`src/rtl/riscv_pkg.sv`:
```
// Shared RV32 decode constants, state/select enums and small decode helpers.
package riscv_pkg;

    localparam logic [6:0] OP_LUI    = 7'b0110111;
    localparam logic [6:0] OP_AUIPC  = 7'b0010111;
    localparam logic [6:0] OP_JAL    = 7'b1101111;
    localparam logic [6:0] OP_JALR   = 7'b1100111;
    localparam logic [6:0] OP_BRANCH = 7'b1100011;
    localparam logic [6:0] OP_LOAD   = 7'b0000011;
    localparam logic [6:0] OP_STORE  = 7'b0100011;
    localparam logic [6:0] OP_IMM    = 7'b0010011;
    localparam logic [6:0] OP_REG    = 7'b0110011;

    typedef enum logic [2:0] {IMM_NONE, IMM_I, IMM_S, IMM_B, IMM_U, IMM_J} imm_type_e;
    typedef enum logic {RUN, STALL} of_state_e;
    typedef enum logic [2:0] {FWD_ZERO, FWD_EX, FWD_MEM, FWD_WB, FWD_RF} fwd_sel_e;

    function automatic imm_type_e imm_type_of(input logic [6:0] opcode);
        imm_type_e t;
        case (opcode)
            OP_LOAD, OP_IMM, OP_JALR: t = IMM_I;
            OP_STORE:                 t = IMM_S;
            OP_BRANCH:                t = IMM_B;
            OP_LUI, OP_AUIPC:         t = IMM_U;
            OP_JAL:                   t = IMM_J;
            default:                  t = IMM_NONE;
        endcase
        return t;
    endfunction

    // U and J formats carry no rs1 field; their bits there are immediate.
    function automatic logic uses_rs1(input logic [6:0] opcode);
        return !(opcode == OP_LUI || opcode == OP_AUIPC || opcode == OP_JAL);
    endfunction

    function automatic logic uses_rs2(input logic [6:0] opcode);
        return (opcode == OP_REG || opcode == OP_STORE || opcode == OP_BRANCH);
    endfunction

    // Youngest producer wins; x0 is hard-wired and never forwarded.
    function automatic fwd_sel_e fwd_select(input logic [4:0] src,
                                            input logic ex_hit,
                                            input logic mem_hit,
                                            input logic wb_hit);
        fwd_sel_e s;
        if (src == 5'd0)  s = FWD_ZERO;
        else if (ex_hit)  s = FWD_EX;
        else if (mem_hit) s = FWD_MEM;
        else if (wb_hit)  s = FWD_WB;
        else              s = FWD_RF;
        return s;
    endfunction

endpackage

```
`src/rtl/imm_gen.sv`:
```
// Combinational immediate generator: sign-extends the I/S/B/U/J immediate
// selected by opcode; unrecognised opcodes yield zero.
module imm_gen
    import riscv_pkg::*;
#(
    parameter int XLEN = 32
) (
    input  logic [31:0]     instr,
    output logic [XLEN-1:0] imm
);

    imm_type_e imm_type;
    logic      sign;

    assign imm_type = imm_type_of(instr[6:0]);
    assign sign     = instr[31];

    always_comb begin
        imm = '0;
        case (imm_type)
            IMM_I: imm = {{(XLEN-12){sign}}, instr[31:20]};
            IMM_S: imm = {{(XLEN-12){sign}}, instr[31:25], instr[11:7]};
            IMM_B: imm = {{(XLEN-13){sign}}, instr[31], instr[7], instr[30:25],
                          instr[11:8], 1'b0};
            IMM_U: imm = {{(XLEN-32){sign}}, instr[31:12], 12'b0};
            IMM_J: imm = {{(XLEN-21){sign}}, instr[31], instr[19:12], instr[20],
                          instr[30:21], 1'b0};
            default: imm = '0;
        endcase
    end

endmodule

```
`src/rtl/operand_fetch.sv`:
```
// Decode/operand-fetch stage: forwards from EX/MEM/WB, stalls on load-use and
// registers resolved operands into the ID/EX register under valid/ready.
module operand_fetch
    import riscv_pkg::*;
#(
    parameter int XLEN        = 32,
    parameter int STALL_CNT_W = 16
) (
    input  logic                   clk,
    input  logic                   reset_n,
    input  logic                   in_valid,
    output logic                   in_ready,
    input  logic [XLEN-1:0]        in_pc,
    input  logic [31:0]            in_instr,
    output logic [4:0]             rs1,
    output logic [4:0]             rs2,
    input  logic [XLEN-1:0]        read_data1,
    input  logic [XLEN-1:0]        read_data2,
    input  logic                   ex_fwd_valid,
    input  logic [4:0]             ex_fwd_rd,
    input  logic [XLEN-1:0]        ex_fwd_data,
    input  logic                   ex_is_load,
    input  logic                   mem_fwd_valid,
    input  logic [4:0]             mem_fwd_rd,
    input  logic [XLEN-1:0]        mem_fwd_data,
    input  logic                   wb_valid,
    input  logic [4:0]             wb_rd,
    input  logic [XLEN-1:0]        wb_data,
    input  logic                   flush,
    output logic                   out_valid,
    input  logic                   out_ready,
    output logic [XLEN-1:0]        out_pc,
    output logic [XLEN-1:0]        out_op1,
    output logic [XLEN-1:0]        out_op2,
    output logic [XLEN-1:0]        out_imm,
    output logic [4:0]             out_rd,
    output logic [6:0]             out_opcode,
    output logic [9:0]             out_funct,
    output logic                   pipe_clk_en,
    output logic [STALL_CNT_W-1:0] stall_cnt
);

    of_state_e       state, state_nxt;
    logic            state_can_accept;
    logic [6:0]      opcode;
    logic            hazard;
    logic            capture;
    fwd_sel_e        sel1, sel2;
    logic [XLEN-1:0] op1, op2, imm;

    assign opcode = in_instr[6:0];
    assign rs1    = in_instr[19:15];
    assign rs2    = in_instr[24:20];

    imm_gen #(.XLEN(XLEN)) u_imm_gen (
        .instr (in_instr),
        .imm   (imm)
    );

    // A load in EX has no data yet, so it must not be forwarded from EX.
    assign sel1 = fwd_select(rs1,
                             ex_fwd_valid && !ex_is_load && (ex_fwd_rd == rs1),
                             mem_fwd_valid && (mem_fwd_rd == rs1),
                             wb_valid && (wb_rd == rs1));
    assign sel2 = fwd_select(rs2,
                             ex_fwd_valid && !ex_is_load && (ex_fwd_rd == rs2),
                             mem_fwd_valid && (mem_fwd_rd == rs2),
                             wb_valid && (wb_rd == rs2));

    always_comb begin
        op1 = read_data1;
        case (sel1)
            FWD_ZERO: op1 = '0;
            FWD_EX:   op1 = ex_fwd_data;
            FWD_MEM:  op1 = mem_fwd_data;
            FWD_WB:   op1 = wb_data;
            default:  op1 = read_data1;
        endcase
    end

    always_comb begin
        op2 = read_data2;
        case (sel2)
            FWD_ZERO: op2 = '0;
            FWD_EX:   op2 = ex_fwd_data;
            FWD_MEM:  op2 = mem_fwd_data;
            FWD_WB:   op2 = wb_data;
            default:  op2 = read_data2;
        endcase
    end

    assign hazard = ex_is_load && (ex_fwd_rd != 5'd0) &&
                    ((uses_rs1(opcode) && (ex_fwd_rd == rs1)) ||
                     (uses_rs2(opcode) && (ex_fwd_rd == rs2)));

    // STALL releases in the same cycle the hazard clears, so a load followed
    // by a dependent instruction costs exactly one bubble.
    always_comb begin
        state_nxt        = state;
        state_can_accept = 1'b1;
        case (state)
            RUN: begin
                if (in_valid && hazard)
                    state_nxt = STALL;
            end
            STALL: begin
                state_can_accept = !hazard;
                if (!hazard)
                    state_nxt = RUN;
            end
            default: state_nxt = RUN;
        endcase
        if (flush)
            state_nxt = RUN;
    end

    assign in_ready    = reset_n && state_can_accept && !hazard && (!out_valid || out_ready);
    assign capture     = in_valid && in_ready && !flush;
    assign pipe_clk_en = capture || (out_valid && out_ready) || flush || !reset_n;

    always_ff @(posedge clk) begin
        if (!reset_n) begin
            state      <= RUN;
            out_valid  <= 1'b0;
            out_pc     <= '0;
            out_op1    <= '0;
            out_op2    <= '0;
            out_imm    <= '0;
            out_rd     <= '0;
            out_opcode <= '0;
            out_funct  <= '0;
            stall_cnt  <= '0;
        end else begin
            state <= state_nxt;
            if (in_valid && hazard && (stall_cnt != {STALL_CNT_W{1'b1}}))
                stall_cnt <= stall_cnt + STALL_CNT_W'(1);
            if (flush) begin
                out_valid <= 1'b0;
            end else if (capture) begin
                out_valid  <= 1'b1;
                out_pc     <= in_pc;
                out_op1    <= op1;
                out_op2    <= op2;
                out_imm    <= imm;
                out_rd     <= in_instr[11:7];
                out_opcode <= opcode;
                out_funct  <= {in_instr[31:25], in_instr[14:12]};
            end else if (out_ready) begin
                out_valid <= 1'b0;
            end
        end
    end

endmodule

```
`config.mk`:
```
export PLATFORM = sky130hd
export DESIGN_NAME = operand_fetch
export DESIGN_NICKNAME = d
export VERILOG_FILES = /design/src/rtl/riscv_pkg.sv /design/src/rtl/imm_gen.sv /design/src/rtl/operand_fetch.sv
export SDC_FILE = /design/constraint.sdc
export NUM_CORES = 1
export LEC_CHECK = 0
export CORE_AREA = 2 2 166 168
export DETAILED_ROUTE_END_ITERATION = 6
export DIE_AREA = 0 0 168 170
export PLACE_DENSITY = 0.66
export SLEW_MARGIN = 20
export SYNTH_ARGS = -nofsm -noshare
export SYNTH_HDL_FRONTEND = slang
export SYNTH_SLANG_ARGS = --single-unit
```
`constraint.sdc`:
```
create_clock -name clk -period 5.5 [get_ports clk]
set_input_delay 0.825 -clock clk [delete_from_list [all_inputs] [get_ports clk]]
set_output_delay 0.825 -clock clk [all_outputs]
set_load 0.01 [all_outputs]
```
==> results.tsv, run 1 <==
metric	value	unit
result of the run	finished clean	
Net Switching	886.8	uW
static power due to leakage	4.560	nW
placed cell areas	0.01293	mm^2
Post-Synthesis Mean Instance Area	8.026	um^2
setup slack, reg-to-reg	3.01	ns
Final TNS setup	0	ns
clock sink count	167	
number of global-route vias before repair	9339	
DP HPWL	26800	um
Hold Path Depth	2	
antenna violations before repair	1	
post-placement cell count	1750	
number of storage elements in the synthesis netlist	167	
internal portion of total power	2.228	mW
end of the worst register-to-register path	out_op2[5]$_SDFFE_PN0P_	
EDFF count, synth	0	
vias per cell	5.380	
growth of design area from synthesis to finish	58.31	%
core area	0.02665	mm^2
Post-Syn Nets	1316	
Avg WL per Cell	20.58	um
Critical Path Sink Type	primary output	
FMAX	227.8	MHz
primary flip-flop cell chosen by synthesis mapping	sky130_fd_sc_hd__dfxtp_1	
initial standard-cell utilization of the core	0.3213	
number of rows created at floorplan	60	
router iterations before antenna repair	7	
post-synthesis async set-or-reset flop share	0	
total of cells resized after clock tree synthesis	0	
max capacitance violation total	0	
clock latency on the worst-skew pair	0.43	ns
Data required, critical path	4.68	ns
nature of the critical path startpoint	input port	
pins over their slew limit	0	
origin of the critical flop-to-flop path	out_valid$_SDFFE_PP0P_	
number of nets with antenna violations after detailed routing	0	
fraction of power consumed by combinational cells	0.185	
Final Instance Area	0.01356	mm^2
netlist area before placement	0.008563	mm^2
transition time of the tightest slew-check pin	1.115	ns
switching part of the total	0.2847	
share of cells above drive strength 1	0.04997	
1st-iter DRT viols	531	
Clock power frac	0.407	
time the worst path needs with I/O delays and setup	4.390	ns
kind of critical path	input port to primary output	
number of hold buffers added after cts	0	
number of remaining DRC errors	0	
DIE AREA	0.02856	mm^2
class of the tightest hold or removal check	flop to flop	
Chip Width	168	um
TritonCTS clock tree	built	
worst slew margin relative to its limit	0.2509	
setup slack after placement	1.132	ns
number of setup violations in the final report	0	
routability congestion estimate	0.9040	
aggregate global-route resource usage	0.2499	
largest driver fanout on the critical path	12	
setup repair after global routing missed its margin	false	
final wirelength	36690	um
Final Hold Viols	0	
final worst-path setup slack	1.110	ns
Max Root-Sink Buffers	2	
share of power burned in registers	0.408	
end of the worst hold path	out_imm[5]$_SDFFE_PN0P_	
via count	9592	
chip height	170	um
boundary pin count	427	
final-stage net count	1677	
share of the clock period used by the worst path	0.7982	
start point of the worst hold path	out_imm[5]$_SDFFE_PN0P_	
total power	3.115	mW
number of buffer cells added on primary ports	426	
arrival time at the worst endpoint	3.57	ns
wire length of the first global-routing pass	55470	um
number of instances in the synthesized netlist	1067	
grt total ovfl	0	
length in cells of the worst reg-to-reg path	6	
share of synthesized area occupied by flip-flops and latches	0.3904	
clock tree root buffer cell	sky130_fd_sc_hd__clkbuf_16	
CTS clk-pin slew, worst paths	0.07	ns
count of synthesis-stage warnings from yosys	0	
total power per unit cell area	229.8	mW/mm^2
number of buffers created by CTS	17	
total setup buffers inserted after CTS	0	
maximum VDD drop	0.1566	mV
Post-Layout Cell Count	1783	
largest clock skew in the final design	0.01383	ns
number of H-tree levels	4	
maximum number of pins on one net before global-route repair	124	
count of distinct cell types in the synthesized netlist	60	
-- layer usage --
| layer | track usage | part of all wire | vias up |
|---|---|---|---|
| met4 | 0.08053 | 0.026 | 0 |
| met2 | 0.4377 | 0.49 | 437 |
| li1 | - | - | 4562 |
| met1 | 0.2931 | 0.40 | 4538 |
| met3 | 0.07442 | 0.084 | 55 |
| met5 | 0 | 0 | - |
-- cell families (layout without fill, tap and decap cells) --
logic type / after synthesis / in the layout / synth area share
buf+inv: 105 / 479 / 0.05991
simple gates: 301 / 301 / 0.1632
fa+ha+maj: 1 / 1 / 0.001461
other cells: 0 / 1 / 0
flops: 167 / 167 / 0.3904
mux: 56 / 56 / 0.06546
xor+xnor: 32 / 32 / 0.03448
compound gates: 405 / 405 / 0.2851
-- state kept, by name, indices dropped and copies added (netlist names) --
register,cells
out_imm,32
out_op1,32
out_op2,32
out_pc,32
stall_cnt,16
out_funct,10
out_opcode,7
out_rd,5
out_valid,1
-- critical path, cell delays in order --
cell                              delay [ns]
sky130_fd_sc_hd__clkdlybuf4s50_1        0.61
sky130_fd_sc_hd__or3b_1                 0.47
sky130_fd_sc_hd__a211oi_2               0.32
sky130_fd_sc_hd__nor4_2                 0.11
sky130_fd_sc_hd__buf_4                  0.19
sky130_fd_sc_hd__nor2_1                 0.21
sky130_fd_sc_hd__nand2_1                0.10
sky130_fd_sc_hd__o211ai_1               0.16
sky130_fd_sc_hd__clkdlybuf4s50_1        0.57
-- placed cells by master (no fill, tap or decap), drive strengths merged, types with 8 or more instances in the layout --
| cell | Yosys | layout |
|---|---|---|
| clkdlybuf4s50 | 0 | 425 |
| a21oi | 205 | 205 |
| dfxtp | 167 | 167 |
| nand2 | 160 | 160 |
| o21ai | 69 | 69 |
| mux2i | 56 | 56 |
| nand3 | 41 | 41 |
| o21a | 32 | 32 |
| nor2 | 32 | 32 |
| o22a | 22 | 22 |
| o2bb2ai | 18 | 18 |
| xnor2 | 18 | 18 |
| buf | 47 | 18 |
| clkbuf | 54 | 17 |
| nor3 | 16 | 16 |
| xor2 | 14 | 14 |
| or3 | 12 | 12 |
| a2bb2oi | 10 | 10 |
| inv | 4 | 10 |
| o22ai | 9 | 9 |
| a22o | 9 | 9 |
| and3 | 9 | 9 |
| a211oi | 9 | 9 |
| clkinv | 0 | 8 |
-- how the worst max path moves through the flow --
stage                 startpoint           to  slack [ns]
finish               in_instr[6]  pipe_clk_en        1.11
global route         in_instr[6]  pipe_clk_en        0.91
CTS                  in_instr[6]  pipe_clk_en        1.11
detailed placement   in_instr[6]  pipe_clk_en        1.13
global placement     in_instr[6]  pipe_clk_en        1.15
floorplan           in_instr[15]  pipe_clk_en        2.45
-- final cells by class --
class                           instances  area [um^2]
Sequential cell                       167         3343
Inverter                                4        15.01
Clock inverter                         15        200.2
Tap cell                              341        426.7
Multi-Input combinational cell        795         4745
Clock buffer                           17        425.4
Fill cell                            2529        13090
Timing Repair Buffer                  443         4399
Antenna cell                            1        2.502
-- power groups by stage --
stage          Sequential [mW]  Clock [mW]  Combinational (mW)
6_report                  1.27        1.27               0.576
5_1_grt                   1.28        1.35               0.617
4_1_cts                   1.27        1.31               0.577
3_5_place_dp              1.30           0               0.574
3_3_place_gp              1.30           0               0.572
2_1_floorplan             1.32           0               0.207
-- through the flow --
step             util  hold slack [ns]
2_1_floorplan       -           0.4761
3_3_place_gp   0.4851           0.4389
3_5_place_dp   0.4851           0.4426
4_1_cts        0.5086           0.4532
5_1_grt        0.5087           0.4675
6_report       0.5087           0.4528
-- Yosys cell counts (5+ instances only) --
library cell | number | share of area
sky130_fd_sc_hd__and3_1 | 9 | 0.0066
sky130_fd_sc_hd__a21oi_1 | 205 | 0.12
sky130_fd_sc_hd__a2bb2oi_1 | 10 | 0.010
sky130_fd_sc_hd__xnor2_1 | 16 | 0.016
sky130_fd_sc_hd__o22ai_1 | 9 | 0.0066
sky130_fd_sc_hd__xor2_1 | 14 | 0.014
sky130_fd_sc_hd__nor3_1 | 15 | 0.0088
sky130_fd_sc_hd__buf_4 | 17 | 0.015
sky130_fd_sc_hd__o21a_1 | 32 | 0.028
sky130_fd_sc_hd__buf_2 | 25 | 0.015
sky130_fd_sc_hd__dfxtp_1 | 167 | 0.39
sky130_fd_sc_hd__nand2_1 | 160 | 0.070
sky130_fd_sc_hd__a211oi_1 | 8 | 0.0070
sky130_fd_sc_hd__nor2_1 | 31 | 0.014
sky130_fd_sc_hd__mux2i_1 | 56 | 0.065
sky130_fd_sc_hd__o22a_1 | 22 | 0.023
sky130_fd_sc_hd__nand3_1 | 41 | 0.024
sky130_fd_sc_hd__o2bb2ai_1 | 18 | 0.018
sky130_fd_sc_hd__clkbuf_1 | 53 | 0.023
sky130_fd_sc_hd__a22o_1 | 9 | 0.0092
sky130_fd_sc_hd__or3_1 | 12 | 0.0088
sky130_fd_sc_hd__or4_1 | 5 | 0.0044
sky130_fd_sc_hd__o21ai_0 | 66 | 0.039
Power figures use the tool's default switching activity.
==> inputs of run 2 (changes only) <==
Clock period 5.5 ns to 4.1 ns, I/O delays scaled along.
==> results.tsv, run 2 (synthesized netlist as in run 1, its figures left out) <==
metric	value	unit	change
result of the run	finished clean		
routability congestion estimate	0.9246		+2.3%
Post-Layout Cell Count	1809		+1.5%
1st-iter DRT viols	715		+35%
number of remaining DRC errors	0		unchanged
final wirelength	37390	um	+1.9%
number of global-route vias before repair	9585		+2.6%
initial standard-cell utilization of the core	0.3213		unchanged
Bufs and invs on worst path	3		unchanged
total of cells resized after clock tree synthesis	0		unchanged
TritonCTS clock tree	built		
aggregate global-route resource usage	0.2573		+0.007380
Critical Path Sink Type	primary output		
Final Instance Area	0.01373	mm^2	+1.2%
nature of the critical path startpoint	input port		
growth of design area from synthesis to finish	60.29	%	
kind of cell adding the most delay to the critical path	buffers and inverters		
most common cell after layout, fill and taps aside	sky130_fd_sc_hd__clkdlybuf4s50_1		
share of the clock period used by the worst path	0.9521		
setup repair after global routing missed its margin	false		
switching part of the total	0.2937		+0.008964
number of buffer cells added on primary ports	426		unchanged
antenna violations before repair	6		+5
most common cell type on the critical path	sky130_fd_sc_hd__clkdlybuf4s50_1		
WHS	0.4526	ns	-0.0001720 ns
Avg WL per Cell	20.67	um	+0.43%
clock latency on the worst-skew pair	0.43	ns	about the same
DP HPWL	27460	um	+2.5%
clock tree root buffer cell	sky130_fd_sc_hd__clkbuf_16		
via count	9631		+0.41%
total power per unit cell area	303.9	mW/mm^2	+32%
Net Switching	1.225	mW	+38%
vias per cell	5.324		-1.0%
time the worst path needs with I/O delays and setup	3.904	ns	
boundary pin count	427		unchanged
Clock power frac	0.401		-0.006
core area	0.02665	mm^2	unchanged
Final Hold Viols	0		unchanged
maximum cell stage delay along the critical path	0.61	ns	about the same
chip height	170	um	unchanged
critical-path cell with the highest stage delay	sky130_fd_sc_hd__or4_1		
CTS clk-pin slew, worst paths	0.08	ns	about the same
maximum VDD drop	0.1932	mV	+23%
total setup buffers inserted after CTS	0		unchanged
kind of critical path	input port to primary output		
worst slew margin relative to its limit	0.3779		+0.1269
chain of cells forming the critical path	clkdlybuf4s50_1 > or4_1 > o21ai_2 > nor4_4 > nor2_1 > buf_4 > nand2_1 > o211ai_1 > clkdlybuf4s50_1		
wire length of the first global-routing pass	56730	um	+2.3%
share of cells above drive strength 1	0.06361		+0.01365
number of H-tree levels	4		unchanged
final worst-path setup slack	0.1964	ns	-0.9133 ns
grt total ovfl	0		unchanged
clock sink count	167		unchanged
number of setup violations in the final report	0		unchanged
largest clock skew in the final design	0.01427	ns	+0.0004426 ns
number of rows created at floorplan	60		unchanged
max capacitance violation total	0		unchanged
commonest non-fill, non-tap cells in the layout	sky130_fd_sc_hd__clkdlybuf4s50_1 (425), sky130_fd_sc_hd__a21oi_1 (205), sky130_fd_sc_hd__dfxtp_1 (167)		
arrival time at the worst endpoint	3.29	ns	-0.28 ns
share of power burned in registers	0.409		about the same
Data required, critical path	3.48	ns	-1.20 ns
Max Root-Sink Buffers	2		unchanged
internal portion of total power	2.946	mW	+32%
class of the tightest hold or removal check	flop to flop		
post-placement cell count	1771		+1.2%
router iterations before antenna repair	5		-2
largest driver fanout on the critical path	3		-9
number of hold buffers added after cts	0		unchanged
placed cell areas	0.01311	mm^2	+1.4%
number of nets with antenna violations after detailed routing	0		unchanged
transition time of the tightest slew-check pin	0.9332	ns	-0.1818 ns
setup slack after placement	0.1145	ns	-1.018 ns
Chip Width	168	um	unchanged
static power due to leakage	4.663	nW	+2.3%
final-stage net count	1698		+1.3%
FMAX	256.2	MHz	
DIE AREA	0.02856	mm^2	unchanged
fraction of power consumed by combinational cells	0.190		+0.005
Final TNS setup	0	ns	unchanged
pins over their slew limit	0		unchanged
number of buffers created by CTS	17		unchanged
maximum number of pins on one net before global-route repair	83		-33%
## run 2: per-layer routing
| metal | GRT usage | vias to the layer above | share of wire |
|---|---|---|---|
| met5 | 0 | - | 0 |
| met4 | 0.1244 | 0 | 0.039 |
| met3 | 0.08209 | 61 | 0.097 |
| met2 | 0.4256 | 438 | 0.47 |
| met1 | 0.3026 | 4534 | 0.40 |
| li1 | - | 4598 | - |
## run 2: layout make-up
cell class,count,area [um^2]
antenna,6,15.01
clock buffer,17,425.4
clock inverter,15,173.9
fill,2581,12920
inverter,4,15.01
multi-input combinational,795,4745
sequential,167,3343
tap,341,426.7
timing repair buffer,464,4582
## run 2: power groups by stage
stage	Combinational [mW]	Clock (mW)	Sequential, mW
2_1_floorplan	0.277	0	1.76
3_3_place_gp	0.786	0	1.74
3_5_place_dp	0.791	0	1.74
4_1_cts	0.795	1.71	1.70
5_1_grt	0.851	1.78	1.71
6_report	0.792	1.67	1.70
## run 2: worst paths after layout
check                                             start                       end  slack [ns]  depth (start not counted)
worst min-delay path            out_imm[5]$_SDFFE_PN0P_   out_imm[5]$_SDFFE_PN0P_        0.45                          2
worst min register to register  out_imm[5]$_SDFFE_PN0P_   out_imm[5]$_SDFFE_PN0P_        0.45                          2
worst max-delay path                       ex_fwd_rd[3]               pipe_clk_en        0.20                          9
worst max register to register   out_valid$_SDFFE_PP0P_  out_op2[23]$_SDFFE_PN0P_        1.91                          6
## run 2: through the flow
step                  util  power (mW)
floorplan                -       2.042
global placement    0.4920       2.527
detailed placement  0.4920       2.532
CTS                 0.5145       4.208
global route        0.5150       4.344
finish              0.5150       4.171
## run 2: tightest hold or removal path: cells and delay by family, from the launching register on
family	cells	cell delay (ns)
simple gates	1	0.05
flops	1	0.31
compound gates	1	0.05
==> inputs of run 3 (changes only) <==
Settings changed: CTS_BUF_LIST set to sky130_fd_sc_hd__clkbuf_4 sky130_fd_sc_hd__clkbuf_8 sky130_fd_sc_hd__clkbuf_16.
==> results of run 3 <==
No change in the layout: final DEF, timing and power equal those of run 2.
